===== src/rtl/dxl_bus_scheduler.sv =====
// Round-robin scheduler that shares one Dynamixel packet engine among NUM_REQ requesters,
// with a per-transaction timeout and an enforced idle gap between bus transactions.
//
// state | meaning
// IDLE  | bus free, waiting for a request while the engine is idle
// ARB   | round-robin pick, latch grant and transaction fields
// ISSUE | eng_start pulse is on the wire, timeout count begins
// WAIT  | engine running; finish on eng_done or abort on timeout
// GAP   | enforced bus idle time before the next arbitration
module dxl_bus_scheduler #(
  parameter int NUM_REQ        = 4,
  parameter int TIMEOUT_CYCLES = 50000,
  parameter int GAP_CYCLES     = 100
) (
  input  logic                    clock,
  input  logic                    reset,
  input  logic [NUM_REQ-1:0]      req,
  input  logic [8*NUM_REQ-1:0]    req_id,
  input  logic [8*NUM_REQ-1:0]    req_instr,
  input  logic [16*NUM_REQ-1:0]   req_addr,
  input  logic [16*NUM_REQ-1:0]   req_value,
  input  logic [NUM_REQ-1:0]      req_reply,
  output logic [NUM_REQ-1:0]      done,
  output logic [1:0]              status,
  output logic [15:0]             rd_value,
  output logic                    eng_start,
  output logic [7:0]              eng_id,
  output logic [7:0]              eng_instr,
  output logic [15:0]             eng_addr,
  output logic [15:0]             eng_value,
  output logic                    eng_reply,
  output logic                    eng_abort,
  input  logic                    eng_busy,
  input  logic                    eng_done,
  input  logic                    eng_err,
  input  logic [15:0]             eng_rx_value
);

  localparam int CNT_MAX = (TIMEOUT_CYCLES > GAP_CYCLES) ? TIMEOUT_CYCLES : GAP_CYCLES;
  localparam int CW      = (CNT_MAX > 2) ? $clog2(CNT_MAX) : 1;
  localparam int IW      = $clog2(NUM_REQ);
  localparam logic [CW-1:0] TO_LAST  = CW'(TIMEOUT_CYCLES - 1);
  localparam logic [CW-1:0] GAP_LAST = CW'(GAP_CYCLES - 1);

  typedef enum logic [2:0] {IDLE, ARB, ISSUE, WAIT, GAP} state_t;

  state_t          state;
  logic [IW-1:0]   ptr;
  logic [IW-1:0]   grant_idx;
  logic [CW-1:0]   cnt;
  logic            pick_ok;
  logic [IW-1:0]   pick_idx;
  logic [IW:0]     pick_j;

  // Scan from the highest offset down so the nearest request at/after ptr wins.
  always_comb begin
    pick_ok  = 1'b0;
    pick_idx = '0;
    pick_j   = '0;
    for (int i = NUM_REQ - 1; i >= 0; i--) begin
      pick_j = {1'b0, ptr} + (IW+1)'(i);
      if (pick_j >= (IW+1)'(NUM_REQ)) pick_j = pick_j - (IW+1)'(NUM_REQ);
      if (req[pick_j[IW-1:0]]) begin
        pick_ok  = 1'b1;
        pick_idx = pick_j[IW-1:0];
      end
    end
  end

  always_ff @(posedge clock or posedge reset) begin
    if (reset) begin
      state     <= IDLE;
      ptr       <= '0;
      grant_idx <= '0;
      cnt       <= '0;
      done      <= '0;
      status    <= 2'b00;
      rd_value  <= '0;
      eng_start <= 1'b0;
      eng_abort <= 1'b0;
      eng_id    <= '0;
      eng_instr <= '0;
      eng_addr  <= '0;
      eng_value <= '0;
      eng_reply <= 1'b0;
    end else begin
      eng_start <= 1'b0;
      eng_abort <= 1'b0;
      done      <= '0;
      case (state)
        IDLE: begin
          if (|req && !eng_busy) state <= ARB;
        end
        ARB: begin
          // Request may have vanished or the engine gone busy since IDLE; retry from IDLE.
          if (pick_ok && !eng_busy) begin
            grant_idx <= pick_idx;
            eng_id    <= req_id[8*pick_idx +: 8];
            eng_instr <= req_instr[8*pick_idx +: 8];
            eng_addr  <= req_addr[16*pick_idx +: 16];
            eng_value <= req_value[16*pick_idx +: 16];
            eng_reply <= req_reply[pick_idx];
            eng_start <= 1'b1;
            cnt       <= '0;
            state     <= ISSUE;
          end else begin
            state <= IDLE;
          end
        end
        ISSUE: begin
          cnt   <= cnt + 1'b1;
          state <= WAIT;
        end
        WAIT: begin
          if (eng_done || cnt == TO_LAST) begin
            done   <= NUM_REQ'(1) << grant_idx;
            ptr    <= (grant_idx == IW'(NUM_REQ - 1)) ? '0 : grant_idx + 1'b1;
            cnt    <= '0;
            state  <= GAP;
            if (eng_done) begin
              status   <= {1'b0, eng_err};
              rd_value <= eng_reply ? eng_rx_value : 16'h0000;
            end else begin
              eng_abort <= 1'b1;
              status    <= 2'b10;
              rd_value  <= 16'h0000;
            end
          end else begin
            cnt <= cnt + 1'b1;
          end
        end
        GAP: begin
          if (cnt == GAP_LAST) state <= IDLE;
          else                 cnt   <= cnt + 1'b1;
        end
        default: state <= IDLE;
      endcase
    end
  end

endmodule


===== config.mk =====
export PLATFORM = sky130hd
export DESIGN_NAME = dxl_bus_scheduler
export DESIGN_NICKNAME = d
export VERILOG_FILES = /design/src/rtl/dxl_bus_scheduler.sv
export SDC_FILE = /design/constraint.sdc
export NUM_CORES = 1
export LEC_CHECK = 0
export BUFFER_PORTS_ARGS = -buffer_cell sky130_fd_sc_hd__buf_2
export CORE_AREA = 2 2 114 116
export CTS_CLUSTER_SIZE = 14
export DETAILED_ROUTE_END_ITERATION = 7
export DIE_AREA = 0 0 116 118
export PLACE_DENSITY = 0.76
export SLEW_MARGIN = 30
export SYNTH_ARGS = -nofsm -noshare
export SYNTH_HDL_FRONTEND = slang
export SYNTH_SLANG_ARGS = --single-unit

===== constraint.sdc =====
create_clock -name clock -period 4.2 [get_ports clock]
set_input_delay 0.63 -clock clock [delete_from_list [all_inputs] [get_ports clock]]
set_output_delay 0.63 -clock clock [all_outputs]
set_load 0.02 [all_outputs]

==> Word-level counts from Yosys, hierarchy flattened <==
Index checks and enable logic that the tools add are counted.
Widths: inputs -> output; s select.
{ "word_totals": {"ram_bits": 0, "rom_bits": 0, "inputBits": 221, "latch_bits": 0, "wordCells": 102, "n_memories": 0, "ff_bits": 96, "output_inout_bits": 73} }
{ "classes": {"mul": 0, "addsub": 9, "n_bitwise": 0, "n_lt_le_gt_ge": 9, "n_div": 0, "reduce_logical": 11, "muxes": 42, "n_eq_ne": 12, "shifts": 5} }
{ "ops": {"columns": ["operator", "n"], "rows": [
  ["$shiftx 64x7->16", 2],
  ["$mux 16", 5],
  ["$pmux 16 s4", 1],
  ["$shiftx 32x6->8", 2],
  ["$mux 2", 11],
  ["$add 16x1->16 const B", 1],
  ["$eq 16x16->1 const B", 1],
  ["$eq 16x7->1 const B", 1],
  ["$lt 2x3->1 const B", 5],
  ["$pmux 3 s5", 1],
  ["$mux 1", 14],
  ["$bmux 1 s2", 5],
  ["$ne 2x2->1 const B", 5],
  ["$ge 3x3->1 const B", 3],
  ["$mux 3", 3],
  ["$mux 4", 2],
  ["$sub 2x1->2 const B", 4],
  ["$add 2x2->3 const B", 2],
  ["$eq 3x2->1 const B", 2],
  ["$reduce_and 3->1", 2],
  ["$reduce_and 2->1", 2],
  ["$reduce_bool 4->1", 1],
  ["$reduce_or 4->1", 1],
  ["$shl 1x2->4 const A", 1],
  ["other kinds (10)", 11]
]} }

==> Longest topological paths before layout <==
{ "logic_depth": {"depth_word": 12, "mapped_depth": 9, "ltp_nobuf": 6} }

==> Worst setup path after synthesis <==
Ideal clock, no wire load.
{ "synth_path": {"kind": "reg2reg", "start": "reg cnt[11]", "end": "reg cnt[5]", "setup_ns": 0.126, "t_required_ns": 4.074, "period_less_slack_ns": 2.338, "path_buffers": 1, "slack_ns": 1.862, "t_arrival_ns": 2.212, "stages_incl_launch_ff": 7, "cell_sequence": "dfrtp_1 or4_4 or4_4 a21oi_4 nand2_2 buf_6 a221o_1"} }
{ "synth_via": {"elab_chain_len": 4, "elab_cells_between_ends": 7, "cone_classes": "3 x eq/ne; 2 x mux; 2 x reduce/logical"} }
{ "synth_rtl": {"columns": ["element", "line_no", "text"], "rows": [
  ["start: declaration", "50", "logic [CW-1:0] cnt;"],
  ["start signal: assignment", "111", "cnt <= cnt + 1'b1;"],
  ["start signal: assignment", "129", "cnt <= cnt + 1'b1;"],
  ["start signal: assignment", "134", "else cnt <= cnt + 1'b1;"],
  ["$eq 16x16->1", "115", "if (eng_done || cnt == TO_LAST) begin"],
  ["$logic_or 1x1->1", "115", null],
  ["$mux 16", "115", null],
  ["$pmux 16 s4", "90", "case (state)"]
]} }
Parallel ways exist; a longest one is shown, timed or not.
A chain may end at the register's enable or synchronous reset.

==> Worst setup path after layout <==
{ "layout_path": {"start": "reg cnt[11]", "end": "reg cnt[2]"} }
The elaborated chain is that of the path after synthesis.

==> results.cfg <==
[worst_setup_path]
cp_cell_sequence = or4_4 > nor4_2 > or3b_1 > nand2_2 > a221o_1
ff2ff_path_depth = 5
cp_max_fo = 13
arrival_ps = 2870
worstSetupStartpointType = flip-flop
cp.required_ps = 4430
max_stage_delay_ps = 560
critPathKind = reg2reg
cp-end-kind = flip-flop
slowest_stage = nor4_2

[placement]
place_congestion = 0.945
place_ws_ps = 1490
dpl.hpwl_mm = 12.7
dp.cells = 1019
numPortBuffers = 293
dpl_cell_area_um2 = 6740

[cts]
root_buffer = clkbuf_16
cts_resized = 0
tritoncts = yes
clk_pin_slew_ps = 70
post_cts_buffers = 0
clk_latency_ps = 350
ctsHtreeMaxLevel = 3
clock_sinks = 96
clk_path_buf_depth = 2
postCtsHoldBufs = 0
cts_buffers = 9

[power_and_ir_drop]
p_seq_share_pct = 33.6
pwr_density_cell_nw_per_um2 = 635
p_int_mw = 2.49
p_sw_share_pct = 44.6
p_leak_nw = 3.49
finalPower_mw = 4.50
pwr-share-comb_pct = 47.3
clockPowerShare_pct = 19.2
switchingPower_mw = 2.01
vdd_drop_max_mv = 0.341

[worst_hold_path]
holdCritPathClass = in2async

[floorplanning]
start_util_pct = 41.5
core_um2 = 12400
rows = 41
die_h_um = 118
dieArea_um2 = 13700
die_w_um = 116
ios = 294

[global_routing]
grt_usage_pct = 25.7
antenna_found_initial = 1
grt_pass1_vias = 5667
grt_max_degree = 79
grt-ovfl-total = 0
grt_pass1_wl_mm = 27.9

[yosys]
synth.area.mux_share_pct = 0.437
synth_area_leader_cell = dfrtp_1
yosys-top-cells-area = dfrtp_1 47%, a22oi_1 7.1%, a31oi_1 6.1%
avgSynthCellArea_um2 = 8.66
yosysWarnings = 0
synth_top_family_by_area = compound AO/OA/AOI/OAI gates
ys.flop_type = dfrtp_1
synth_most_common_cell = dfrtp_1
synth_seq_cells = 96
async_flop_share_pct = 100
synth_top_area_share_pct = 46.6
syn-num-nets = 821
synth-compound-area-share_pct = 27.1
synth_xor_area_share_pct = 0
syn_inst = 595
ys_types = 57
syn-cell-area_um2 = 5150
synth_seq_area_share_pct = 46.6
synthAdderAreaFrac_pct = 1.21
synth_common_cells = 96 x dfrtp_1, 71 x nor2_1, 55 x a21oi_1, 55 x nand3_1, 50 x a31oi_1
synth-simple-area-share_pct = 19.8
synth_edf_count = 0

[route]
drc = 0
via_count = 5756
drt_first_iter_violations = 438
viasPerCell = 5.55
first_pass_iters = 7
avgRoutedWirePerCell_um = 17.1
drt_wl_total_mm = 17.8
drtAntennaViolNets = 0

[timing]
clock.fmax_mhz = 379
tightest_slew_ps = 778
period_needed_ps = 2640
slew_headroom_pct = 48.1
skew_ps = 7.53
min_period_over_period_pct = 62.9
fin_ws_ps = 1560
rsz0062_at_grt = false
finalSetupViolCount = 0
hold_violations = 0
slew_viol_final = 0
holdWs_ps = 404
tns_ps = 0

[cells_and_area]
postLayoutCoreUtil_pct = 57.1
stdcell_area_um2 = 7090
antenna_cells = 0
final_nets = 1086
nFillCells = 1205
syn_to_final_growth_pct = 37.5
drive_above_1_share_pct = 39.0
final-seq-area_um2 = 2400
fin_cells = 1037
multiInputGateArea_um2 = 2530

[flow_run]
timing.max_cap.violations = 0

[run_status]
outcome = finished, final reports clean
-- power groups by stage --
stage                     Clock, mW  Sequential [mW]  Combinational, mW
after global placement            0             1.51               2.07
after detailed placement          0             1.52               2.10
after global routing          0.913             1.55               2.32
after floorplan                   0             1.81               1.07
after CTS                     0.875             1.51               2.11
final                         0.863             1.51               2.13
-- cell usage in the layout, fill, tap and decap left out, types with 6 or more instances in the layout --
cell type,instances
o21ai_0,22
nand2_1,44
nand3_1,54
nor3_1,6
dfrtp_1,96
a221o_1,8
a31oi_1,50
buf_4,9
clkbuf_16,9
inv_1,12
nor2_1,71
a21oi_1,55
buf_2,293
and3_1,11
a22oi_1,49
-- final cells by class --
| type | count | share of cell area [%] |
|---|---|---|
| repair buffers | 304 | 22.1 |
| multi-input cells | 435 | 35.7 |
| inverters | 14 | 0.812 |
| well taps | 172 | 3.04 |
| flip-flops and latches | 96 | 33.9 |
| clock inverters | 7 | 1.22 |
| clock buffers | 9 | 3.18 |
-- sequential cells by signal (all words and copies together), names as in the netlist, 3 cells and up --
name / cells
eng_instr: 8
done: 4
state: 3
rd_value: 16
cnt: 16
eng_id: 8
eng_addr: 16
eng_value: 16
-- routing by layer --
| layer | routed length, µm | global-route usage, % | part of all wire (%) |
|---|---|---|---|
| met1 | 7130 | 31.8 | 40 |
| met2 | 8960 | 43.6 | 50 |
| met3 | 1330 | 6.02 | 7.5 |
| met4 | 337 | 9.15 | 1.9 |
| met5 | 0 | 0 | 0 |
-- critical path, delay by kind of cell (launching register included) --
family / cells / cell delay, ps
and+or+nand+nor: 4 / 1720
DFF: 1 / 460
AOI/OAI and AO/OA: 1 / 350
-- final timing paths --
kind	from	slack, ps	endpoint
max in group asynchronous	reset	3020	eng_instr[4]$_DFFE_PP0P_
setup / recovery	cnt[11]$_DFFE_PP0P_	1560	cnt[2]$_DFFE_PP0P_
setup reg to reg	cnt[11]$_DFFE_PP0P_	1560	cnt[2]$_DFFE_PP0P_
hold / removal	reset	400	rd_value[11]$_DFFE_PP0P_
hold reg to reg	rd_value[11]$_DFFE_PP0P_	470	rd_value[11]$_DFFE_PP0P_
min in group clock	rd_value[11]$_DFFE_PP0P_	470	rd_value[11]$_DFFE_PP0P_
-- cells by family (layout without fill, tap and decap cells) --
logic type / count (synthesis) / after routing
compound gates: 213 / 213
flops: 96 / 96
buf+inv: 64 / 334
mux: 2 / 2
simple gates: 215 / 215
fa+ha+maj: 5 / 5
No activity file was read; power rests on OpenSTA's default activity.
